[config.mk]
export PLATFORM = sky130hd
export DESIGN_NAME = pwm_capture
export DESIGN_NICKNAME = d
export VERILOG_FILES = /design/src/rtl/pwm_capture.sv
export SDC_FILE = /design/constraint.sdc
export NUM_CORES = 1
export LEC_CHECK = 0
export CAP_MARGIN = 10
export CORE_ASPECT_RATIO = 0.6
export CORE_MARGIN = 2
export CORE_UTILIZATION = 56
export CTS_BUF_LIST = sky130_fd_sc_hd__clkbuf_4
export CTS_CLUSTER_SIZE = 40
export DETAILED_ROUTE_END_ITERATION = 10
export GPL_TIMING_DRIVEN = 0
export PLACE_DENSITY_LB_ADDON = 0.12
export SYNTH_ARGS = -nofsm -noshare
export SYNTH_HDL_FRONTEND = slang
export SYNTH_SLANG_ARGS = --single-unit
export TNS_END_PERCENT = 5
[constraint.sdc]
create_clock -name clk -period 2.51 [get_ports clk]
set_input_delay 0.6275 -clock clk [delete_from_list [all_inputs] [get_ports clk]]
set_output_delay 0.6275 -clock clk [all_outputs]
set_load 0.02 [all_outputs]
[src/rtl/pwm_capture.sv]
// pwm_capture: measures the high time and period of PwmIn in clock cycles and
// exposes HIGH / PERIOD / STATUS as read-only registers with a registered read port.
module pwm_capture #(
  parameter int WIDTH = 12
) (
  input  logic        clk,
  input  logic        reset,
  input  logic        CS_N,
  input  logic        RD_N,
  input  logic [11:0] Addr,
  input  logic        PwmIn,
  output logic [31:0] DataOut
);

  localparam logic [WIDTH-1:0] CNT_MAX  = {WIDTH{1'b1}};
  localparam logic [WIDTH-1:0] CNT_ONE  = {{(WIDTH-1){1'b0}}, 1'b1};
  localparam logic [11:0]      ADDR_HIGH   = 12'h100;
  localparam logic [11:0]      ADDR_PERIOD = 12'h104;
  localparam logic [11:0]      ADDR_STATUS = 12'h108;

  typedef enum logic [1:0] {
    WAIT_RISE1 = 2'd0,
    WAIT_FALL  = 2'd1,
    WAIT_RISE2 = 2'd2
  } state_t;

  state_t           state_r, state_s;
  logic             sync1_r, sync2_r, sync3_r;
  logic             rise_s, fall_s;
  logic [WIDTH-1:0] cnt_r, cnt_s;
  logic [WIDTH-1:0] cnt_inc_s;
  logic [WIDTH-1:0] high_tmp_r, high_tmp_s;
  logic [WIDTH-1:0] high_r, high_s;
  logic [WIDTH-1:0] period_r, period_s;
  logic             valid_r, valid_s;
  logic             ovf_r, ovf_s;
  logic             capture_s, timeout_s;
  logic             rd_s, status_rd_s;
  logic [31:0]      rdata_s;

  // Two-flop synchronizer plus one delay stage for edge detection.
  always_ff @(posedge clk or posedge reset) begin
    if (reset) begin
      sync1_r <= 1'b0;
      sync2_r <= 1'b0;
      sync3_r <= 1'b0;
    end else begin
      sync1_r <= PwmIn;
      sync2_r <= sync1_r;
      sync3_r <= sync2_r;
    end
  end

  assign rise_s    = sync2_r & ~sync3_r;
  assign fall_s    = ~sync2_r & sync3_r;
  // Saturating increment: the counter parks at CNT_MAX so the timeout always fires.
  assign cnt_inc_s = (cnt_r == CNT_MAX) ? cnt_r : cnt_r + CNT_ONE;

  // Measurement FSM next-state, counter and capture logic.
  always_comb begin
    state_s    = state_r;
    cnt_s      = cnt_r;
    high_tmp_s = high_tmp_r;
    high_s     = high_r;
    period_s   = period_r;
    capture_s  = 1'b0;
    timeout_s  = 1'b0;
    case (state_r)
      WAIT_RISE1: begin
        if (rise_s) begin
          cnt_s   = CNT_ONE;
          state_s = WAIT_FALL;
        end else begin
          cnt_s = cnt_r;
        end
      end
      WAIT_FALL: begin
        if (fall_s) begin
          high_tmp_s = cnt_r;
          cnt_s      = cnt_inc_s;
          state_s    = WAIT_RISE2;
        end else if (cnt_r == CNT_MAX) begin
          timeout_s = 1'b1;
          state_s   = WAIT_RISE1;
        end else begin
          cnt_s = cnt_inc_s;
        end
      end
      WAIT_RISE2: begin
        if (rise_s) begin
          period_s  = cnt_r;
          high_s    = high_tmp_r;
          capture_s = 1'b1;
          cnt_s     = CNT_ONE;
          state_s   = WAIT_FALL;
        end else if (cnt_r == CNT_MAX) begin
          timeout_s = 1'b1;
          state_s   = WAIT_RISE1;
        end else begin
          cnt_s = cnt_inc_s;
        end
      end
      default: begin
        state_s = WAIT_RISE1;
      end
    endcase
  end

  assign rd_s        = ~CS_N & ~RD_N;
  assign status_rd_s = rd_s & (Addr == ADDR_STATUS);

  // Sticky flags: a new capture/timeout in the read cycle wins over the clear.
  always_comb begin
    if (capture_s) begin
      valid_s = 1'b1;
    end else if (status_rd_s) begin
      valid_s = 1'b0;
    end else begin
      valid_s = valid_r;
    end
    if (timeout_s) begin
      ovf_s = 1'b1;
    end else if (status_rd_s) begin
      ovf_s = 1'b0;
    end else begin
      ovf_s = ovf_r;
    end
  end

  // Read mux; assumes WIDTH < 32 for the zero extension.
  always_comb begin
    rdata_s = 32'd0;
    if (rd_s) begin
      case (Addr)
        ADDR_HIGH:   rdata_s = {{(32-WIDTH){1'b0}}, high_r};
        ADDR_PERIOD: rdata_s = {{(32-WIDTH){1'b0}}, period_r};
        ADDR_STATUS: rdata_s = {30'd0, ovf_r, valid_r};
        default:     rdata_s = 32'd0;
      endcase
    end else begin
      rdata_s = 32'd0;
    end
  end

  // State, measurement registers and read data.
  always_ff @(posedge clk or posedge reset) begin
    if (reset) begin
      state_r    <= WAIT_RISE1;
      cnt_r      <= {WIDTH{1'b0}};
      high_tmp_r <= {WIDTH{1'b0}};
      high_r     <= {WIDTH{1'b0}};
      period_r   <= {WIDTH{1'b0}};
      valid_r    <= 1'b0;
      ovf_r      <= 1'b0;
      DataOut    <= 32'd0;
    end else begin
      state_r    <= state_s;
      cnt_r      <= cnt_s;
      high_tmp_r <= high_tmp_s;
      high_r     <= high_s;
      period_r   <= period_s;
      valid_r    <= valid_s;
      ovf_r      <= ovf_s;
      DataOut    <= rdata_s;
    end
  end

endmodule

==> results of run 1 <==
flip-flops by register name (all words and copies together), names as in the netlist:
| name | cells |
|---|---|
| DataOut | 12 |
| cnt_r | 12 |
| high_r | 12 |
| high_tmp_r | 12 |
| ovf_r | 1 |
| period_r | 12 |
| state_r | 2 |
| sync1_r | 1 |
| sync2_r | 1 |
| sync3_r | 1 |
| valid_r | 1 |
stage by stage:
step / hold slack (ps) / cell area [um2] / instances
finish: 357.6 / 3751 / 417
global route: 367.0 / 3751 / 417
CTS: 362.7 / 3751 / 417
detailed placement: 340.3 / 3591 / 401
global placement: 334.2 / 3571 / 400
floorplan: 331.2 / 3214 / 304
final cells by class:
| cell class | count | area, um2 | area share [%] |
|---|---|---|---|
| inverter | 8 | 30.03 | 0.8005 |
| timing repair buffer | 28 | 290.3 | 7.738 |
| buffer | 33 | 207.7 | 5.537 |
| multi-input combinational | 196 | 1300 | 34.66 |
| sequential | 67 | 1677 | 44.70 |
| tap | 69 | 86.33 | 2.302 |
| clock buffer | 9 | 67.56 | 1.801 |
| clock inverter | 7 | 92.59 | 2.468 |
where the power goes:
group | leakage [nW] | total, mW | internal, mW | switching (mW)
sequential | 0.908 | 1.25 | 1.17 | 0.0783
clock | 0.0796 | 0.784 | 0.400 | 0.385
combinational | 0.754 | 0.801 | 0.325 | 0.476
cell families after synthesis:
kind of cell,synth area share [%]
compound gates,10.79
flops,53.34
simple gates,13.06
other cells,0.1193
fa+ha+maj,1.990
buf+inv,7.563
mux,13.14
worst register-to-register path, stage by stage, from the launching register on:
cell and delay [ps]:
dfrtp_1 520, ha_1 290, nand2_1 180, nor4_4 620
o311ai_1 180, a22o_1 250
final timing paths:
check                                          to  cells past startpoint                  from
max                          cnt_r[0]$_DFFE_PP0P_                      5  cnt_r[0]$_DFFE_PP0P_
min in group asynchronous   high_r[9]$_DFFE_PP0P_                      2                 reset
max reg2reg                  cnt_r[0]$_DFFE_PP0P_                      5  cnt_r[0]$_DFFE_PP0P_
min                             sync2_r$_DFF_PP0_                      0     sync1_r$_DFF_PP0_
min reg2reg                     sync2_r$_DFF_PP0_                      0     sync1_r$_DFF_PP0_
max in group asynchronous  high_r[11]$_DFFE_PP0P_                      3                 reset
metal layers:
layer	vias up	global-route usage, %	wire [um]
met2	84	33.71	2778
li1	1092	-	-
met5	-	0	0
met1	1097	31.75	3034
met4	0	11.94	137
met3	14	7.047	437
synthesized netlist by cell type, types with 2 or more instances:
cell type	n	area share, %
a31oi_1	4	0.80
a21oi_1	11	1.8
o21ai_0	19	3.0
nand3_1	5	0.80
nor3_1	6	0.96
nor2_1	20	2.4
mux2i_1	12	3.8
dfrtp_1	67	53
nand2_1	20	2.4
nand4_1	5	1.0
nor2b_1	2	0.40
clkbuf_1	11	1.3
nand2b_1	3	0.60
ha_1	5	2.0
nor4_1	6	1.2
o21ai_1	5	0.80
mux2_2	26	9.3
buf_4	20	4.8
a31o_2	2	0.56
inv_1	8	0.96
a211o_1	2	0.56
o31a_1	2	0.56
o22ai_1	3	0.60
a2bb2oi_1	2	0.56
cell usage in the layout, fill, tap and decap left out, drive strengths merged, types with 2 or more instances in the layout:
cell type / netlist / layout
nand2b: 3 / 3
or4: 2 / 2
dfrtp: 67 / 67
a211o: 2 / 2
o21ai: 24 / 24
buf: 22 / 23
clkinvlp: 0 / 2
bufinv: 0 / 2
ha: 5 / 5
a2bb2oi: 2 / 2
o22ai: 3 / 3
clkdlybuf4s50: 0 / 27
nor4: 7 / 7
a21oi: 12 / 12
mux2: 26 / 26
inv: 8 / 8
conb: 1 / 20
nor2b: 2 / 2
a31oi: 4 / 4
nand2: 20 / 20
nor2: 20 / 20
nand4: 5 / 5
o31a: 2 / 2
nand3: 6 / 6
clkinv: 0 / 3
clkbuf: 11 / 20
mux2i: 12 / 12
a31o: 3 / 3
nor3: 7 / 7
==> flow_summary.ini, run 1 <==
[drt]
route.antenna.remaining_nets = 0
wl_per_cell_um = 15.32
vias = 2287
drt_iter0_markers = 201
drc = 0
drt_wl_total_mm = 6.388
vias_per_cell = 5.484
first_pass_iters = 6

[worst_setup_path]
endpoint_kind = flop
max_stage_delay_ps = 620
worstPathRequired_ps = 2820
crit_slowest_cell = nor4_4
cp_cell_sequence = ha_1 -> nand2_1 -> nor4_4 -> o311ai_1 -> a22o_1
reg2reg_slack_ps = 370
crit_family = simple AND/OR/NAND/NOR gates
cp.arrival_ps = 2450
path_class = reg -> reg
crit_path_start_kind = flop
worst-path-max-fanout = 10
cp_num_buf_inv = 0

[sta]
hold_viol = 0
setup_viol = 0
fin_skew_ps = 14.55
rsz0062_at_grt = false
fmax_ghz = 0.4671
drv_slew = 0
worst_pin_slew_ps = 878.0
layout_min_cycle_time_ps = 2141
setup_tns_ps = 0
fin_ws_ps = 369.0
min_period_over_period_pct = 85.30
maxSlewHeadroom_pct = 41.46

[placement]
gp_congestion = 0.8702
hpwl_mm = 4.498
place_ws_ps = 115.1
portBuffers = 27

[yosys]
synth_cell_types = 43
synth_enable_flop_cells = 0
ys_seq_area_share_pct = 53.34
async_reset_ff_share_pct = 100.0
syn_avg_cell_area_um2 = 11.03
syn_inst = 285
synth_area_mm2 = 0.003143
synth_seq_cells = 67
synth_flop_cell = dfrtp_1
yosys_warnings = 0

[global_route]
antenna_found_initial = 0
grt.overflow.total = 0
first_global_vias = 2158
grt_first_pass_wirelength_mm = 10.52
grt_max_degree = 35
grt_use_total_pct = 23.08

[power]
vdd_ir_drop_max_mv = 0.7368
power_leakage_nw = 1.741
p_per_area_mw_per_mm2 = 755.7
power_mw = 2.835

[cts]
cts_setup_buffers = 0
clock-sinks = 67
cts_tree = yes
clk_pin_slew_ps = 100
ctsResizeCount = 0
clockBufferDepth = 2
clk_latency_ps = 420
cts_hold_buf = 0
cts_buffers = 9
htreeDepth = 3
root_buffer = clkbuf_4

[floorplanning]
initial_utilization_pct = 57.23
fp.dieH_um = 62.03
dieArea_mm2 = 0.006247
core_mm2 = 0.005492
io_pins = 49
die_w_um = 100.7
core.rowCount = 21

[final_layout]
fin_util_pct = 68.31
n_antenna_cell = 0
area_growth_pct = 19.35
nNetsFinal = 365
fillers = 425
drive_above_1_share_pct = 20.69

[hold_path]
hp-class = reg -> reg

[job]
maxCapViolations = 0

[run_status]
status = completed
No activity file was read; power rests on OpenSTA's default activity.
==> inputs of run 2 (changes only) <==
Settings changed: CORE_MARGIN 2 to unset, SETUP_SLACK_MARGIN set to 0.3.
==> run 2 against run 1 <==
- design area barely moved
- sequential share of layout area about the same
- count of clock-buffer cells in the layout unchanged
- first-iteration DRC count grew 26%
- via count grew 2.5%
- critical path depth is 1 higher
==> flow_summary.ini, run 2 (same netlist as run 1, synthesis figures left out) <==
[final_layout]
multi_input_comb_area_mm2 = 0.001300
area_growth_pct = 19.31
seq_area_mm2 = 0.001677
nNetsFinal = 365
fillers = 397
mostFrequentLayoutCells = 67 x dfrtp_1, 27 x clkdlybuf4s50_1, 26 x mux2_2
drive_above_1_share_pct = 20.69
design_area_mm2 = 0.003750
layout_commonest_cell = dfrtp_1
n_antenna_cell = 0

[cts]
clockBufferDepth = 2
root_buffer = clkbuf_4
ctsResizeCount = 0
clk_pin_slew_ps = 110
htreeDepth = 3
cts_buffers = 9
clock-sinks = 67
clk_latency_ps = 420
cts_tree = yes

[worst_setup_path]
max_stage_delay_ps = 600
crit_family = compound AO/OA/AOI/OAI gates
endpoint_kind = flop
worst-path-max-fanout = 8
path_class = reg -> reg
cp.arrival_ps = 2460
crit_path_start_kind = flop
worstPathRequired_ps = 2820
crit_slowest_cell = a31oi_1
cp_num_buf_inv = 1
cp_cell_sequence = inv_1 -> ha_1 -> and2_1 -> a31oi_1 -> nor4_1 -> a211o_1

[global_route]
grt_first_pass_wirelength_mm = 10.92
grtUsageMet3_pct = 8.772
grt.overflow.total = 0
first_global_vias = 2241
grt-busiest-layer = met2
grt_use_total_pct = 25.28
antenna_found_initial = 0
grt_max_degree = 37
met2_usage_pct = 37.42
grt.met1_usage_pct = 33.75

[drt]
drc = 0
first_pass_iters = 5
vias = 2345
vias_per_cell = 5.664
drt_wl_total_mm = 6.457
drt_iter0_markers = 253
route.antenna.remaining_nets = 0
wl_per_cell_um = 15.60

[sta]
fin_skew_ps = 15.80
layout_min_cycle_time_ps = 2150
fin_ws_ps = 360.2
setup_viol = 0
drv_slew = 0
fmax_ghz = 0.4652
min_period_over_period_pct = 85.65
hold_viol = 0
worst_pin_slew_ps = 852.4
rsz0062_at_grt = true
setup_tns_ps = 0
maxSlewHeadroom_pct = 43.17

[job]
maxCapViolations = 0

[placement]
place_ws_ps = 140.7
gp_congestion = 0.8590
placed_cell_area_mm2 = 0.003591
hpwl_mm = 4.423
portBuffers = 27

[floorplanning]
dieArea_mm2 = 0.005926
core_mm2 = 0.005230
core.rowCount = 20
fp.dieH_um = 60.03
io_pins = 49
initial_utilization_pct = 60.10
die_w_um = 98.72

[power]
power_mw = 2.874
vdd_ir_drop_max_mv = 0.6309
p_per_area_mw_per_mm2 = 766.4
power_leakage_nw = 1.745

[run_status]
status = completed

[hold_path]
hp-class = reg -> reg
run 2: metal layers:
| layer | vias up | share of wire, % |
|---|---|---|
| li1 | 1098 | - |
| met1 | 1129 | 46 |
| met2 | 102 | 44 |
| met3 | 16 | 7.5 |
| met4 | 0 | 1.8 |
| met5 | - | 0 |
run 2: repair_timing:
item,4_1_cts,5_1_grt
buffers inserted,0,0
setup endpoints to repair,0,6
hold buffers,0,0
run 2: path summary, 6_finish.rpt:
| path | start | endpoint | slack (ps) | cells after the start |
|---|---|---|---|---|
| min in group asynchronous | reset | high_r[6]$_DFFE_PP0P_ | 700 | 2 |
| max reg2reg | state_r[0]$_DFFE_PP0P_ | cnt_r[2]$_DFFE_PP0P_ | 360 | 6 |
| max | state_r[0]$_DFFE_PP0P_ | cnt_r[2]$_DFFE_PP0P_ | 360 | 6 |
| max in group asynchronous | reset | valid_r$_DFFE_PP0P_ | 1190 | 3 |
| min | sync1_r$_DFF_PP0_ | sync2_r$_DFF_PP0_ | 360 | 0 |
| min reg2reg | sync1_r$_DFF_PP0_ | sync2_r$_DFF_PP0_ | 360 | 0 |
run 2: through the flow:
stage / hold WS, ps / utilization (%) / instances
floorplan: 331.2 / - / 304
global placement: 345.3 / 68.28 / 397
detailed placement: 338.6 / 68.66 / 398
CTS: 369.2 / 71.70 / 414
global route: 390.7 / 71.70 / 414
finish: 364.0 / 71.70 / 414
run 2: area by class of cell:
type	instances	share of cell area (%)
Multi-Input combinational cell	196	34.67
Tap cell	66	2.202
Clock inverter	7	2.436
Sequential cell	67	44.71
Clock buffer	9	1.802
Timing Repair Buffer	28	7.741
Buffer	33	5.539
Inverter	8	0.9009
run 2: worst register-to-register path: stages (launching register included):
cell     delay, ps
dfrtp_1        390
inv_1          100
ha_1           350
and2_1         190
a31oi_1        600
nor4_1         140
a211o_1        290
run 2: power breakdown:
part	internal (mW)	switching (mW)	leakage (nW)
logic	0.325	0.501	0.750
registers	1.17	0.0754	0.908
clock network	0.402	0.399	0.0877
total	1.90	0.975	1.75
